File: src/rtl/dom_blind_prng_if.sv
// dom_blind_prng_if
//   Seed handshake and blinding-output bundle of the DOM S-box PRNG.
//   master : seed producer / multiplier consumer side
//            (drives SeedxDI, SeedValidxSI, EnxSI)
//   slave  : the PRNG itself
//            (drives SeedReadyxSO, BxDO, ValidxSO)
//   OUT_W must equal the OUT_W derived inside dom_blind_prng.
interface dom_blind_prng_if #(
  parameter int OUT_W = 8
);
  logic [31:0]      SeedxDI;
  logic             SeedValidxSI;
  logic             SeedReadyxSO;
  logic             EnxSI;
  logic [OUT_W-1:0] BxDO;
  logic             ValidxSO;

  modport master (
    output SeedxDI, SeedValidxSI, EnxSI,
    input  SeedReadyxSO, BxDO, ValidxSO
  );

  modport slave (
    input  SeedxDI, SeedValidxSI, EnxSI,
    output SeedReadyxSO, BxDO, ValidxSO
  );
endinterface

File: src/rtl/dom_blind_prng.sv
// dom_blind_prng
//   Fresh-randomness source for the masked GF(2^2) multipliers of the DOM
//   AES S-box. A 64-bit Fibonacci LFSR is seeded with two 32-bit words
//   (low word first), warmed up for WARMUP advances, then advanced by
//   OUT_W steps per consumer request. One output word feeds all NUM_MULT
//   multipliers; multiplier m takes BxDO[m*2*NRND +: 2*NRND].
//
// Ports
//   ClkxCI  : clock, rising edge
//   RstxBI  : asynchronous active-low reset
//   prng    : dom_blind_prng_if.slave
//             SeedxDI/SeedValidxSI/SeedReadyxSO  seed word handshake
//             EnxSI                              advance request
//             BxDO                               blinding bits
//             ValidxSO                           BxDO holds post-warmup randomness
//
// Build option
//   DOM_PRNG_ZERO_RND_EN : BxDO tied to zero and ValidxSO high from the first
//   clock after reset. The seed handshake still runs but has no effect on
//   the outputs. Intended for golden-vector runs without randomness.
//
// State table
//   state    | meaning
//   UNSEEDED | waiting for low seed word
//   SEED_HI  | waiting for high seed word
//   WARM     | discarding WARMUP advances, seed input blocked
//   RUN      | output valid, advancing on EnxSI, reseed allowed
module dom_blind_prng #(
  parameter int SHARES                   = 2,
  parameter int FIRST_ORDER_OPTIMIZATION = 1,
  parameter int NUM_MULT                 = 4,
  parameter int WARMUP                   = 16
) (
  input logic             ClkxCI,
  input logic             RstxBI,
  dom_blind_prng_if.slave prng
);

  localparam int NRND  = (FIRST_ORDER_OPTIMIZATION == 1 && SHARES == 2) ? SHARES - 1 : SHARES;
  localparam int OUT_W = NUM_MULT * 2 * NRND;
  localparam int WCW   = $clog2(WARMUP + 1);
  localparam logic [WCW-1:0] WARM_LAST = WCW'(WARMUP - 1);

  if (OUT_W > 64) begin : g_out_w_check
    $error("dom_blind_prng: OUT_W exceeds the 64-bit LFSR width");
  end
  if (SHARES < 2) begin : g_shares_check
    $error("dom_blind_prng: SHARES must be at least 2");
  end
  if (WARMUP < 1) begin : g_warmup_check
    $error("dom_blind_prng: WARMUP must be at least 1");
  end

  typedef enum logic [1:0] {
    UNSEEDED = 2'd0,
    SEED_HI  = 2'd1,
    WARM     = 2'd2,
    RUN      = 2'd3
  } state_t;

  state_t           state_q;
  logic [63:0]      lfsr_q;
  logic [OUT_W-1:0] bxd_q;
  logic             valid_q;
  logic             ready_q;
  logic [WCW-1:0]   warm_q;

  logic [63:0]      adv_s;
  logic [63:0]      seed_full_s;
  logic             seed_fire_s;

  // One advance: OUT_W LFSR steps unrolled into a single cycle.
  function automatic logic [63:0] advance(input logic [63:0] s);
    logic [63:0] t;
    logic        fb;
    t = s;
    for (int i = 0; i < OUT_W; i++) begin
      fb = t[63] ^ t[62] ^ t[60] ^ t[59];
      t  = {t[62:0], fb};
    end
    return t;
  endfunction

  assign adv_s       = advance(lfsr_q);
  assign seed_full_s = {prng.SeedxDI, lfsr_q[31:0]};
  assign seed_fire_s = prng.SeedValidxSI & ready_q;

  always_ff @(posedge ClkxCI or negedge RstxBI) begin
    if (!RstxBI) begin
      state_q <= UNSEEDED;
      lfsr_q  <= '0;
      bxd_q   <= '0;
      valid_q <= 1'b0;
      ready_q <= 1'b1;
      warm_q  <= '0;
    end else begin
      case (state_q)
        UNSEEDED: begin
          if (seed_fire_s) begin
            lfsr_q[31:0] <= prng.SeedxDI;
            state_q      <= SEED_HI;
          end
        end
        SEED_HI: begin
          if (seed_fire_s) begin
            // An all-zero state would lock the LFSR; substitute 1.
            lfsr_q  <= (seed_full_s == 64'h0) ? 64'h1 : seed_full_s;
            warm_q  <= '0;
            ready_q <= 1'b0;
            state_q <= WARM;
          end
        end
        WARM: begin
          lfsr_q <= adv_s;
          warm_q <= warm_q + 1'b1;
          if (warm_q == WARM_LAST) begin
            bxd_q   <= adv_s[OUT_W-1:0];
            valid_q <= 1'b1;
            ready_q <= 1'b1;
            state_q <= RUN;
          end
        end
        RUN: begin
          // A reseed wins over a simultaneous advance request.
          if (seed_fire_s) begin
            lfsr_q[31:0] <= prng.SeedxDI;
            bxd_q        <= '0;
            valid_q      <= 1'b0;
            state_q      <= SEED_HI;
          end else if (prng.EnxSI && valid_q) begin
            lfsr_q <= adv_s;
            bxd_q  <= adv_s[OUT_W-1:0];
          end
        end
        default: begin
          state_q <= UNSEEDED;
          ready_q <= 1'b1;
        end
      endcase
    end
  end

  assign prng.SeedReadyxSO = ready_q;

`ifdef DOM_PRNG_ZERO_RND_EN
  logic zr_valid_q;

  always_ff @(posedge ClkxCI or negedge RstxBI) begin
    if (!RstxBI) begin
      zr_valid_q <= 1'b0;
    end else begin
      zr_valid_q <= 1'b1;
    end
  end

  assign prng.BxDO     = '0;
  assign prng.ValidxSO = zr_valid_q;
`else
  assign prng.BxDO     = bxd_q;
  assign prng.ValidxSO = valid_q;
`endif

endmodule
File: src/flat_wrapper.sv
// flat-port wrapper written by rule: the top's interface ports become plain ports
module dom_blind_prng_flat 
#(
  parameter int SHARES                   = 2,
  parameter int FIRST_ORDER_OPTIMIZATION = 1,
  parameter int NUM_MULT                 = 4,
  parameter int WARMUP                   = 16
)
  (ClkxCI, RstxBI, prng_SeedxDI, prng_SeedValidxSI, prng_EnxSI, prng_SeedReadyxSO, prng_BxDO, prng_ValidxSO);
  dom_blind_prng_if prng_i ();
  input logic ClkxCI;
  input logic RstxBI;
  input wire logic [$bits(prng_i.SeedxDI)-1:0] prng_SeedxDI;
  input wire logic [$bits(prng_i.SeedValidxSI)-1:0] prng_SeedValidxSI;
  input wire logic [$bits(prng_i.EnxSI)-1:0] prng_EnxSI;
  output wire logic [$bits(prng_i.SeedReadyxSO)-1:0] prng_SeedReadyxSO;
  output wire logic [$bits(prng_i.BxDO)-1:0] prng_BxDO;
  output wire logic [$bits(prng_i.ValidxSO)-1:0] prng_ValidxSO;
  assign prng_i.SeedxDI = prng_SeedxDI;
  assign prng_i.SeedValidxSI = prng_SeedValidxSI;
  assign prng_i.EnxSI = prng_EnxSI;
  assign prng_SeedReadyxSO = prng_i.SeedReadyxSO;
  assign prng_BxDO = prng_i.BxDO;
  assign prng_ValidxSO = prng_i.ValidxSO;
  dom_blind_prng #(.SHARES(SHARES), .FIRST_ORDER_OPTIMIZATION(FIRST_ORDER_OPTIMIZATION), .NUM_MULT(NUM_MULT), .WARMUP(WARMUP)) u_core (.ClkxCI(ClkxCI), .RstxBI(RstxBI), .prng(prng_i));
endmodule
File: config.mk
export PLATFORM = sky130hd
export DESIGN_NAME = dom_blind_prng_flat
export DESIGN_NICKNAME = d
export VERILOG_FILES = /design/src/rtl/dom_blind_prng_if.sv /design/src/rtl/dom_blind_prng.sv /design/src/flat_wrapper.sv
export SDC_FILE = /design/constraint.sdc
export NUM_CORES = 1
export LEC_CHECK = 0
export BUFFER_PORTS_ARGS = -buffer_cell sky130_fd_sc_hd__buf_2
export CORE_MARGIN = 4
export CORE_UTILIZATION = 46
export CTS_BUF_LIST = sky130_fd_sc_hd__clkbuf_2 sky130_fd_sc_hd__clkbuf_4 sky130_fd_sc_hd__clkbuf_8
export CTS_CLUSTER_SIZE = 30
export DETAILED_ROUTE_END_ITERATION = 12
export GPL_ROUTABILITY_DRIVEN = 1
export GPL_TIMING_DRIVEN = 0
export PLACE_DENSITY = 0.65
export SLEW_MARGIN = 5
export SYNTH_ARGS = -nofsm -noshare
export SYNTH_HDL_FRONTEND = slang
export SYNTH_SLANG_ARGS = --single-unit
File: constraint.sdc
create_clock -name ClkxCI -period 2.8 [get_ports ClkxCI]
set_input_delay 0.28 -clock ClkxCI [delete_from_list [all_inputs] [get_ports ClkxCI]]
set_output_delay 0.28 -clock ClkxCI [all_outputs]
set_load 0.1 [all_outputs]
### After elaboration in Yosys (flattened, before gate mapping)

Index checks and enable logic that the tools add are counted.

| storage, ports and cells | value |
|---|---|
| register bits | 81 |
| bits of input ports | 36 |
| output and inout port bits | 10 |
| logic and storage cells | 82 |

| operators by class | value |
|---|---|
| $add $sub $neg | 1 |
| eq/ne operators | 13 |
| multiplexer cells | 22 |
| bitwise gates (word level) | 25 |
| reductions and logical operators | 14 |

Operator list:

| cell | count |
|---|---|
| $mux 64 | 3 |
| $pmux 32 s4 | 1 |
| $mux 32 | 3 |
| $pmux 32 s3 | 1 |
| $logic_not 64->1 | 1 |
| $mux 8 | 3 |
| $xor 1x1->1 | 24 |
| $pmux 8 s2 | 1 |
| $ne 2x1->1 const B | 7 |
| $reduce_and 3->1 | 4 |
| $pmux 5 s2 | 1 |
| $reduce_and 4->1 | 2 |
| $mux 2 | 3 |
| $pmux 2 s3 | 1 |
| $add 5x1->5 const B | 1 |
| $eq 5x4->1 const B | 1 |
| $mux 5 | 1 |
| $eq 2x2->1 const B | 2 |
| $pmux 1 s2 | 2 |
| $reduce_bool 2->1 | 2 |
| $ne 3x1->1 const B | 1 |
| $reduce_bool 3->1 | 1 |
| $eq 2x1->1 const B | 1 |
| $logic_not 2->1 | 1 |
| 6 further kinds | 7 |

### Depth between registers and ports, before layout

Gate-level depths: netlist of run 1.

| depth | value |
|---|---|
| depth after elaboration | 6 |
| gate-level depth with buffers | 10 |
| depth with buffers taken out | 7 |

### Worst setup path before layout of run 1

No wires, ideal clock.

| path | value |
|---|---|
| kind | register to register |
| start point | register u_core.valid_q (netlist: u_core.prng.ValidxSO) |
| end point | register u_core.lfsr_q[1] |
| library setup time | 0.125 ns |
| data arrival time | 2.118 ns |
| required time | 2.675 ns |
| setup slack | 0.557 ns |
| stages on the path, launching flop included | 6 |
| path buffers | 1 |
| clock period less this slack | 2.243 ns |
| path through | dfrtp_1 > a21boi_0 > o31a_1 > a21oi_4 > buf_6 > mux2_2 |

| on the way | value |
|---|---|
| longest elaborated chain between the ends | 3 |

RTL lines:

| what | line | text |
|---|---|---|
| start, declared | dom_blind_prng.sv:64 | `logic valid_q;` |
| start signal, assigned | dom_blind_prng.sv:93 | `valid_q <= 1'b0;` |
| start signal, assigned | dom_blind_prng.sv:118 | `valid_q <= 1'b1;` |
| start signal, assigned | dom_blind_prng.sv:128 | `valid_q <= 1'b0;` |
| $logic_and 1x1->1 | dom_blind_prng.sv:130 | `end else if (prng.EnxSI && valid_q) begin` |
| $ne 3x1->1 (no line) | -- |  |
| $reduce_and 4->1 (no line) | -- |  |
| end signal, assigned | dom_blind_prng.sv:114 | `lfsr_q <= adv_s;` |
| end signal, assigned | dom_blind_prng.sv:126 | `lfsr_q[31:0] <= prng.SeedxDI;` |
| end signal, assigned | dom_blind_prng.sv:131 | `lfsr_q <= adv_s;` |
| end, declared | dom_blind_prng.sv:62 | `logic [63:0] lfsr_q;` |

No other way between the ends.
A chain may end at the register's enable or synchronous reset.

### Worst setup path after layout of run 1

| path | value |
|---|---|
| start point | register u_core.state_q[0] |
| end point | register u_core.lfsr_q[39] |

| on the way | value |
|---|---|
| longest elaborated chain between the ends | 3 |
| elaborated cells between the ends (all ways) | 9 |
| classes of those cells | 6 x eq/ne; 1 x mux; 2 x reduce/logical |

RTL lines:

| what | line | text |
|---|---|---|
| start, declared | dom_blind_prng.sv:61 | `state_t state_q;` |
| start signal, assigned | dom_blind_prng.sv:90 | `state_q <= UNSEEDED;` |
| start signal, assigned | dom_blind_prng.sv:101 | `state_q <= SEED_HI;` |
| start signal, assigned | dom_blind_prng.sv:110 | `state_q <= WARM;` |
| $eq 2x2->1 or $eq 2x1->1 (tied branches) | dom_blind_prng.sv:97 | `case (state_q)` |
| $ne 2x2->1 (no line), or another cell as far along | -- |  |
| $reduce_and 4->1 (no line) | -- |  |
| end signal, assigned | dom_blind_prng.sv:107 | `lfsr_q <= (seed_full_s == 64'h0) ? 64'h1 : seed_full_s;` |
| end signal, assigned | dom_blind_prng.sv:114 |  |
| end signal, assigned | dom_blind_prng.sv:131 |  |

Several ways; a longest one is shown, not always the timed one.

==> results of run 1 <==
## worst max-delay path, stage by stage, from the launching register on
cell and delay (ps):
dfrtp_1 430, ha_1 210, clkbuf_1 170, nor2_1 490, clkbuf_1 640, mux2i_1 330, o21ai_0 110
## cells in the mapped netlist (2+ instances only)
master / count / share of area [%]
mux2_1: 6 / 1.6
ha_1: 8 / 2.4
clkbuf_1: 15 / 1.3
nand3_1: 2 / 0.24
o21ai_0: 49 / 5.8
nor4_1: 16 / 2.4
inv_1: 5 / 0.44
nor2b_1: 2 / 0.30
xnor2_1: 17 / 3.5
a32o_1: 2 / 0.47
nand4_1: 5 / 0.74
nor2_1: 6 / 0.53
and3_1: 2 / 0.30
mux2_2: 25 / 6.7
buf_6: 3 / 0.80
a22o_1: 25 / 5.2
o31ai_1: 9 / 1.6
nand2_1: 57 / 5.1
buf_2: 5 / 0.59
mux2i_1: 34 / 8.1
dfrtp_1: 80 / 47
a21oi_1: 6 / 0.71
nor3_1: 4 / 0.47
## worst max path at each step
| stage | start | end |
|---|---|---|
| after floorplan | u_core.prng.ValidxSO | u_core.lfsr_q[1] |
| after global placement | u_core.state_q[0] | u_core.lfsr_q[30] |
| final | u_core.state_q[0] | u_core.lfsr_q[39] |
| after global routing | u_core.state_q[1] | u_core.lfsr_q[39] |
| after CTS | u_core.state_q[0] | u_core.lfsr_q[30] |
| after detailed placement | u_core.state_q[0] | u_core.lfsr_q[28] |
## area by class of cell
type                            count  area [um^2]  area share [%]
Multi-Input combinational cell    289         2060            42.8
Buffer                             23          115            2.39
Sequential cell                    81         2030            42.1
Clock buffer                       11          139            2.88
Clock inverter                      5         56.3            1.17
Timing Repair Buffer               47          265            5.50
Tap cell                          108          135            2.80
Inverter                            5         18.8           0.389
## cell usage in the layout, fill, tap and decap left out, types with 8 or more instances in the layout
cell,Yosys,final
clkbuf_1,15,15
buf_2,5,49
a22o_1,25,25
o31ai_1,9,9
ha_1,8,8
nor4_1,16,16
mux2i_1,34,34
clkbuf_8,0,9
o21ai_0,49,49
nand2_1,57,57
xnor2_1,17,17
dfrtp_1,80,80
mux2_2,25,25
## sequential cells by signal, indices dropped and copies added (netlist names)
| name | cells |
|---|---|
| u_core.lfsr_q | 64 |
| u_core.prng.SeedReadyxSO | 1 |
| u_core.state_q | 2 |
| u_core.warm_q | 5 |
| u_core.prng.ValidxSO | 1 |
| u_core.prng.BxDO | 8 |
## cell families after synthesis
logic type,share of synthesized area [%]
compound gates,15.7
simple gates,10.9
flops,48.0
mux,16.3
buf+inv,3.17
xor+xnor,3.52
fa+ha+maj,2.37
## through the flow
stage	setup WS, ps	instances	hold slack (ps)	area, um^2
6_report	280	569	264	4820
2_1_floorplan	557	398	-15.6	4220
5_1_grt	15.5	569	268	4820
3_3_place_gp	323	551	458	4580
3_5_place_dp	308	552	260	4610
4_1_cts	291	569	259	4820
## what timing repair did
item / CTS / global route
hold endpoints to repair: 30 / 0
hold buffers: 1 / 0
buffers inserted: 0 / 0
## per-layer routing
layer	wire [um]	share of wire [%]	track usage, %	vias to the layer above
met5	0	0	0	-
met4	297	2.7	8.36	0
met3	765	6.8	3.73	26
met2	5030	45	31.3	142
met1	5090	46	31.0	1630
li1	-	-	-	1571
## report_power, final
| part | internal (W) | total (W) | switching (W) | leakage (nW) |
|---|---|---|---|---|
| Clock | 0.000431 | 0.000867 | 0.000435 | 0.100 |
| Combinational | 0.0000504 | 0.000129 | 0.0000785 | 1.22 |
| Sequential | 0.00117 | 0.00117 | 0 | 1.07 |
| Total | 0.00165 | 0.00216 | 0.000514 | 2.39 |
==> flow_summary.yaml, run 1 <==
synth:
  yosys_warnings: 0
  synth-async-reset-ratio_pct: 100
  syn_inst: 398
  syn-num-nets: 442
  synth-edff-count: 0
  synth_top_flop_cell: "dfrtp_1"
  synth.yosys.seq_area_share_pct: 48.0
  synth-seq-cells: 81
  synth_cell_types: 38
  avgSynthCellArea_um2: 10.6
  synth_area_um2: 4220
clock_tree:
  cts_buffers: 9
  clk_pin_slew_ps: 90
  cts-root-buf: "clkbuf_8"
  insertion_delay_ps: 350
  h-tree-depth: 3
  cts_tree: "done"
  cts_sinks: 81
  cts_max_path_buffers: 2
  cts_resized: 0
cells_and_area:
  num-fill-cells: 816
  final_nets: 500
  post-route-util_pct: 54.5
  area_growth_pct: 14.1
  drive_above_1_share_pct: 21.7
  antennaDiodeCount: 0
status:
  status: "finished, final reports clean"
floorplan:
  row_count: 34
  chipHeight_um: 104
  die_x_um: 104
  core_area_um2: 8850
  initial_core_util_pct: 47.7
  ios: 46
  fp.dieArea_um2: 10800
global_route:
  grt_pass1_wl_um: 18000
  first_global_vias: 3347
  grt_usage_pct: 21.2
  grt_max_degree: 51
  grt-ovfl-total: 0
  antenna_found_initial: 0
timing:
  fin_crit_ps: 2520
  drv_slew: 0
  hold_viol_final: 0
  fmax_ghz: 0.397
  tightestPinTransition_ps: 766
  rsz0062_at_grt: "no"
  tns_ps: 0
  setup_viol: 0
  max_slew_margin_pct: 49.0
  finClkSkew_ps: 10.7
  fin_crit_sh_pct: 90.0
hold_path:
  min_from: "prng_SeedxDI[30]"
  hold_class: "in -> reg"
  holdPathEnd: "u_core.lfsr_q[62]"
  hold_depth: 3
routing:
  drc: 0
  vias_per_cell: 5.92
  drt_iter0_drc: 332
  num_vias: 3369
  ant_nets: 0
  routedWlPerCell_um: 19.7
  drt_wl_total_um: 11200
  drtPass1Iterations: 5
worst_setup_path:
  critical_path_class: "reg -> reg"
  startpoint_type: "flop"
  r2r_end: "u_core.lfsr_q[39]"
  r2r_cells: 6
  critPathRequiredTime_ps: 3020
  r2r_setup_slack_ps: 280
  crit_path_end_kind: "flop"
  r2r-start: "u_core.state_q[0]"
  worstPathMaxFanout: 10
  crit_arrival_ps: 2740
job:
  drv_cap: 0
power:
  power_w: 0.00216
  power_density_nw_per_um2: 449
  leakage_nw: 2.39
  max-vdd-ir-drop_mv: 0.235
placement:
  place_hpwl_um: 8460
  place.gp.congestion: 0.895
  numPortBuffers: 45
(Power assumes the default switching activity.)
==> run 2: changes to the inputs <==
PLACE_DENSITY = 0.68   (was 0.65)
clock period = 2.3 ns   (was 2.8 ns; I/O delays follow)
==> flow_summary.yaml, run 2 (synthesis gave the netlist of run 1 again) <==
status:
  status: "finished, violations left"
  violations: "negative setup slack"
placement:
  place.gp.congestion: 0.918
  post-place-ws_ps: -235
  place_hpwl_um: 8550
  numPortBuffers: 45
routing:
  vias_per_cell: 5.92
  drt_wl_total_um: 11800
  ant_nets: 0
  drc: 0
  num_vias: 3387
  drtPass1Iterations: 5
  routedWlPerCell_um: 20.6
  drt_iter0_drc: 258
clock_tree:
  h-tree-depth: 3
  cts_tree: "done"
  clk_pin_slew_ps: 90
  cts_buffers: 9
  insertion_delay_ps: 370
  cts-root-buf: "clkbuf_8"
  cts_max_path_buffers: 2
  cts_sinks: 81
timing:
  drv_slew: 0
  tns_ps: -1360
  fin_crit_sh_pct: 103
  fmax_ghz: 0.423
  rsz0062_at_grt: "yes"
  fin_ws_ps: -63.7
  tightestPinTransition_ps: 484
  finClkSkew_ps: 15.3
  hold_viol_final: 0
  hold_ws_ps: 229
  max_slew_margin_pct: 67.7
  setup_viol: 31
  fin_crit_ps: 2360
floorplan:
  ios: 46
  chipHeight_um: 104
  row_count: 34
  fp.dieArea_um2: 10800
  core_area_um2: 8850
  die_x_um: 104
  initial_core_util_pct: 47.7
cells_and_area:
  layout.area.seq_um2: 2030
  final_nets: 503
  largest_reg_flops: 64
  most-common-layout-cells: "dfrtp_1, nand2_1, buf_2, o21ai_0, mux2i_1"
  drive_above_1_share_pct: 27.8
  multi_input_area_um2: 2220
  num-fill-cells: 764
  area_growth_pct: 20.9
  layout_commonest_cell: "dfrtp_1"
  antennaDiodeCount: 0
  post-route-util_pct: 57.7
  largest-register: "u_core.lfsr_q"
global_route:
  grt_max_degree: 52
  grt_usage_pct: 21.9
  grt_pass1_wl_um: 18400
  grt-ovfl-total: 0
  first_global_vias: 3347
  antenna_found_initial: 0
power:
  max-vdd-ir-drop_mv: 0.306
  power_density_nw_per_um2: 544
  power_w: 0.00278
  leakage_nw: 2.48
worst_setup_path:
  critPathRequiredTime_ps: 2550
  critical_path_class: "reg -> reg"
  crit_path_end_kind: "flop"
  startpoint_type: "flop"
  crit_arrival_ps: 2610
  worstPathMaxFanout: 7
  r2r_setup_slack_ps: -60
hold_path:
  hold_class: "in -> reg"
job:
  drv_cap: 0
## run 2: changes by cell type in the layout (fill, tap and decap cells not counted), sizes merged
cell    change
buf         +4
bufinv      +1
clkbuf      +1
clkinv      -3
## run 2: metrics by stage
step	std cells	cell area, um^2
after floorplan	398	4220
after global placement	551	4580
after detailed placement	552	4610
after CTS	566	4890
after global routing	572	5110
final	572	5110
## run 2: cell type report
type / count / share of cell area (%)
repair buffers: 53 / 7.08
plain buffers: 20 / 2.35
clock buffers: 13 / 3.01
inverters: 5 / 0.368
clock inverters: 3 / 1.32
multi-input cells: 289 / 43.5
flip-flops and latches: 81 / 39.7
well taps: 108 / 2.65
## run 2: layer usage
layer	vias to the layer above	part of all wire [%]	track usage [%]
met5	-	0	0
met4	0	2.2	6.46
met1	1663	45	30.7
li1	1574	-	-
met3	23	7.1	5.35
met2	127	46	33.7
## run 2: where the power goes
group          switching [W]  internal [W]
combinational      0.0000991     0.0000639
sequential                 0       0.00142
clock               0.000529      0.000662
total               0.000628       0.00215
## run 2: final timing paths
check | start | end | cells past startpoint
min | prng_SeedxDI[23] | u_core.lfsr_q[55] | 3
max in group asynchronous | RstxBI | u_core.lfsr_q[38] | 3
max | u_core.lfsr_q[5] | u_core.lfsr_q[10] | 7
max reg2reg | u_core.lfsr_q[5] | u_core.lfsr_q[10] | 7
min reg2reg | u_core.prng.BxDO[4] | u_core.prng.BxDO[4] | 2
min in group asynchronous | RstxBI | u_core.warm_q[2] | 2
## run 2: worst max-delay path: stages, from the launching register on
cell     delay [ps]
dfrtp_1         430
nor4_1          320
nand4_1         120
or4_4           570
a21oi_4         190
buf_12          150
buf_6           130
mux2_2          340
## run 2: timing repair
item,CTS,global route
gates cloned,0,3
setup buffers,0,3
resized for setup,12,35
hold buffers,1,0
setup endpoints to repair,62,71
endpoints found under the hold margin,29,0
pin swaps,1,6
==> run 3: changes to the inputs <==
PLACE_DENSITY = 0.71   (was 0.68)
==> flow_summary.yaml, run 3 (synthesis gave the netlist of run 1 again) <==
global_route:
  grt_usage_pct: 21.9
  grt_pass1_wl_um: 18500
  antenna_found_initial: 0
  grt_max_degree: 51
  first_global_vias: 3471
  grt-ovfl-total: 0
timing:
  fin_crit_ps: 2360
  fmax_ghz: 0.423
  hold_ws_ps: 226
  max_slew_margin_pct: 61.3
  rsz0062_at_grt: "yes"
  tightestPinTransition_ps: 579
  drv_slew: 0
  setup_viol: 24
  hold_viol_final: 0
  fin_crit_sh_pct: 103
  finClkSkew_ps: 10.4
  fin_ws_ps: -63.5
clock_tree:
  clk_pin_slew_ps: 80
  cts_sinks: 81
  cts_buffers: 9
  cts_tree: "done"
  cts-root-buf: "clkbuf_8"
  insertion_delay_ps: 370
  cts_max_path_buffers: 2
  h-tree-depth: 3
worst_setup_path:
  path_cells: "nor4_2 -> nand4_1 -> or4_4 -> a21oi_4 -> buf_12 -> buf_4 -> buf_4 -> mux2_4"
  r2r_cells: 8
  crit_path_end_kind: "flop"
  crit_arrival_ps: 2610
  crit_top_cell: "buf_4"
  startpoint_type: "flop"
  r2r_end: "u_core.lfsr_q[22]"
  r2r-start: "u_core.lfsr_q[17]"
  r2r_setup_slack_ps: -60
  critical_path_class: "reg -> reg"
  worstPathMaxFanout: 5
  critPathRequiredTime_ps: 2550
  worst_path_max_delay_cell: "or4_4"
  slowest_delay_ps: 590
cells_and_area:
  most-common-layout-cells: "dfrtp_1, nand2_1, buf_2, o21ai_0, mux2i_1"
  post-route-util_pct: 57.2
  multi_input_area_um2: 2250
  area_growth_pct: 19.8
  largest-register: "u_core.lfsr_q"
  layout_commonest_cell: "dfrtp_1"
  largest_reg_flops: 64
  antennaDiodeCount: 0
  final_nets: 501
  drive_above_1_share_pct: 28.3
  layout.area.seq_um2: 2030
  num-fill-cells: 741
routing:
  drtPass1Iterations: 5
  drt_wl_total_um: 12100
  drc: 0
  ant_nets: 0
  drt_iter0_drc: 308
  num_vias: 3504
  routedWlPerCell_um: 21.3
  vias_per_cell: 6.17
power:
  power_w: 0.00255
  leakage_nw: 2.45
  power_density_nw_per_um2: 504
  max-vdd-ir-drop_mv: 0.325
floorplan:
  chipHeight_um: 104
  fp.dieArea_um2: 10800
  die_x_um: 104
  row_count: 34
  initial_core_util_pct: 47.7
  core_area_um2: 8850
  ios: 46
hold_path:
  holdPathEnd: "u_core.lfsr_q[62]"
  min_from: "prng_SeedxDI[30]"
  hold_class: "in -> reg"
  hold_depth: 3
placement:
  numPortBuffers: 45
  place_hpwl_um: 8540
  place.gp.congestion: 0.923
job:
  drv_cap: 0
status:
  status: "finished, violations left"
  violations: "negative setup slack"
[run 3: changes by cell type in the layout (fill, tap and decap cells not counted), sizes merged]
cell / change
bufinv: -2
clkbuf: -4
clkinv: +2
[run 3: metrics by stage]
step / std cells / cell area (um^2) / TNS (ps) / worst slack (ps)
after floorplan: 398 / 4220 / 0 / 56.9
after global placement: 551 / 4580 / -7000 / -174
after detailed placement: 552 / 4610 / -11010 / -264
after CTS: 568 / 4920 / -52.5 / -10.8
after global routing: 568 / 5060 / -3000 / -140
final: 568 / 5060 / -401 / -63.5
[run 3: metal layers]
layer	routed length, um	vias up	track usage, %
li1	-	1572	-
met1	4990	1729	29.3
met2	5750	176	34.7
met3	1100	27	5.66
met4	232	0	7.50
met5	0	-	0
[run 3: area by class of cell]
type / count / area share [%]
inverters: 5 / 0.371
repair buffers: 51 / 6.48
multi-input cells: 289 / 44.5
flip-flops and latches: 81 / 40.1
clock inverters: 3 / 0.346
plain buffers: 20 / 2.62
clock buffers: 11 / 2.99
well taps: 108 / 2.67
[run 3: how the worst max path moves through the flow]
| stage | from | end | slack [ps] | cells past startpoint |
|---|---|---|---|---|
| finish | u_core.lfsr_q[17] | u_core.lfsr_q[22] | -60 | 8 |
| global route | u_core.lfsr_q[17] | u_core.lfsr_q[22] | -140 | 8 |
| global placement | u_core.state_q[0] | u_core.lfsr_q[27] | -170 | 9 |
| CTS | u_core.lfsr_q[21] | u_core.lfsr_q[22] | -10 | 8 |
| floorplan | u_core.prng.ValidxSO | u_core.lfsr_q[1] | 60 | 5 |
| detailed placement | u_core.state_q[1] | u_core.lfsr_q[41] | -260 | 7 |
[run 3: repair_timing]
action	CTS	global route
gates cloned	1	0
setup buffers	3	0
setup endpoints to repair	62	62
gates resized for setup	17	42
endpoints found under the hold margin	30	0
pin swaps	9	1
hold buffers	1	0
[run 3: where the power goes]
| group | internal [W] | total [W] | switching, W |
|---|---|---|---|
| Clock | 0.000436 | 0.000961 | 0.000525 |
| Combinational | 0.0000657 | 0.000167 | 0.000101 |
| Sequential | 0.00142 | 0.00142 | 0 |
| Total | 0.00192 | 0.00255 | 0.000626 |
[run 3: worst max-delay path, delay by kind of cell, from the launching register on]
family	cells	cell delay, ps
compound gates	1	170
buf+inv	3	360
flops	1	420
mux	1	290
simple gates	3	1010
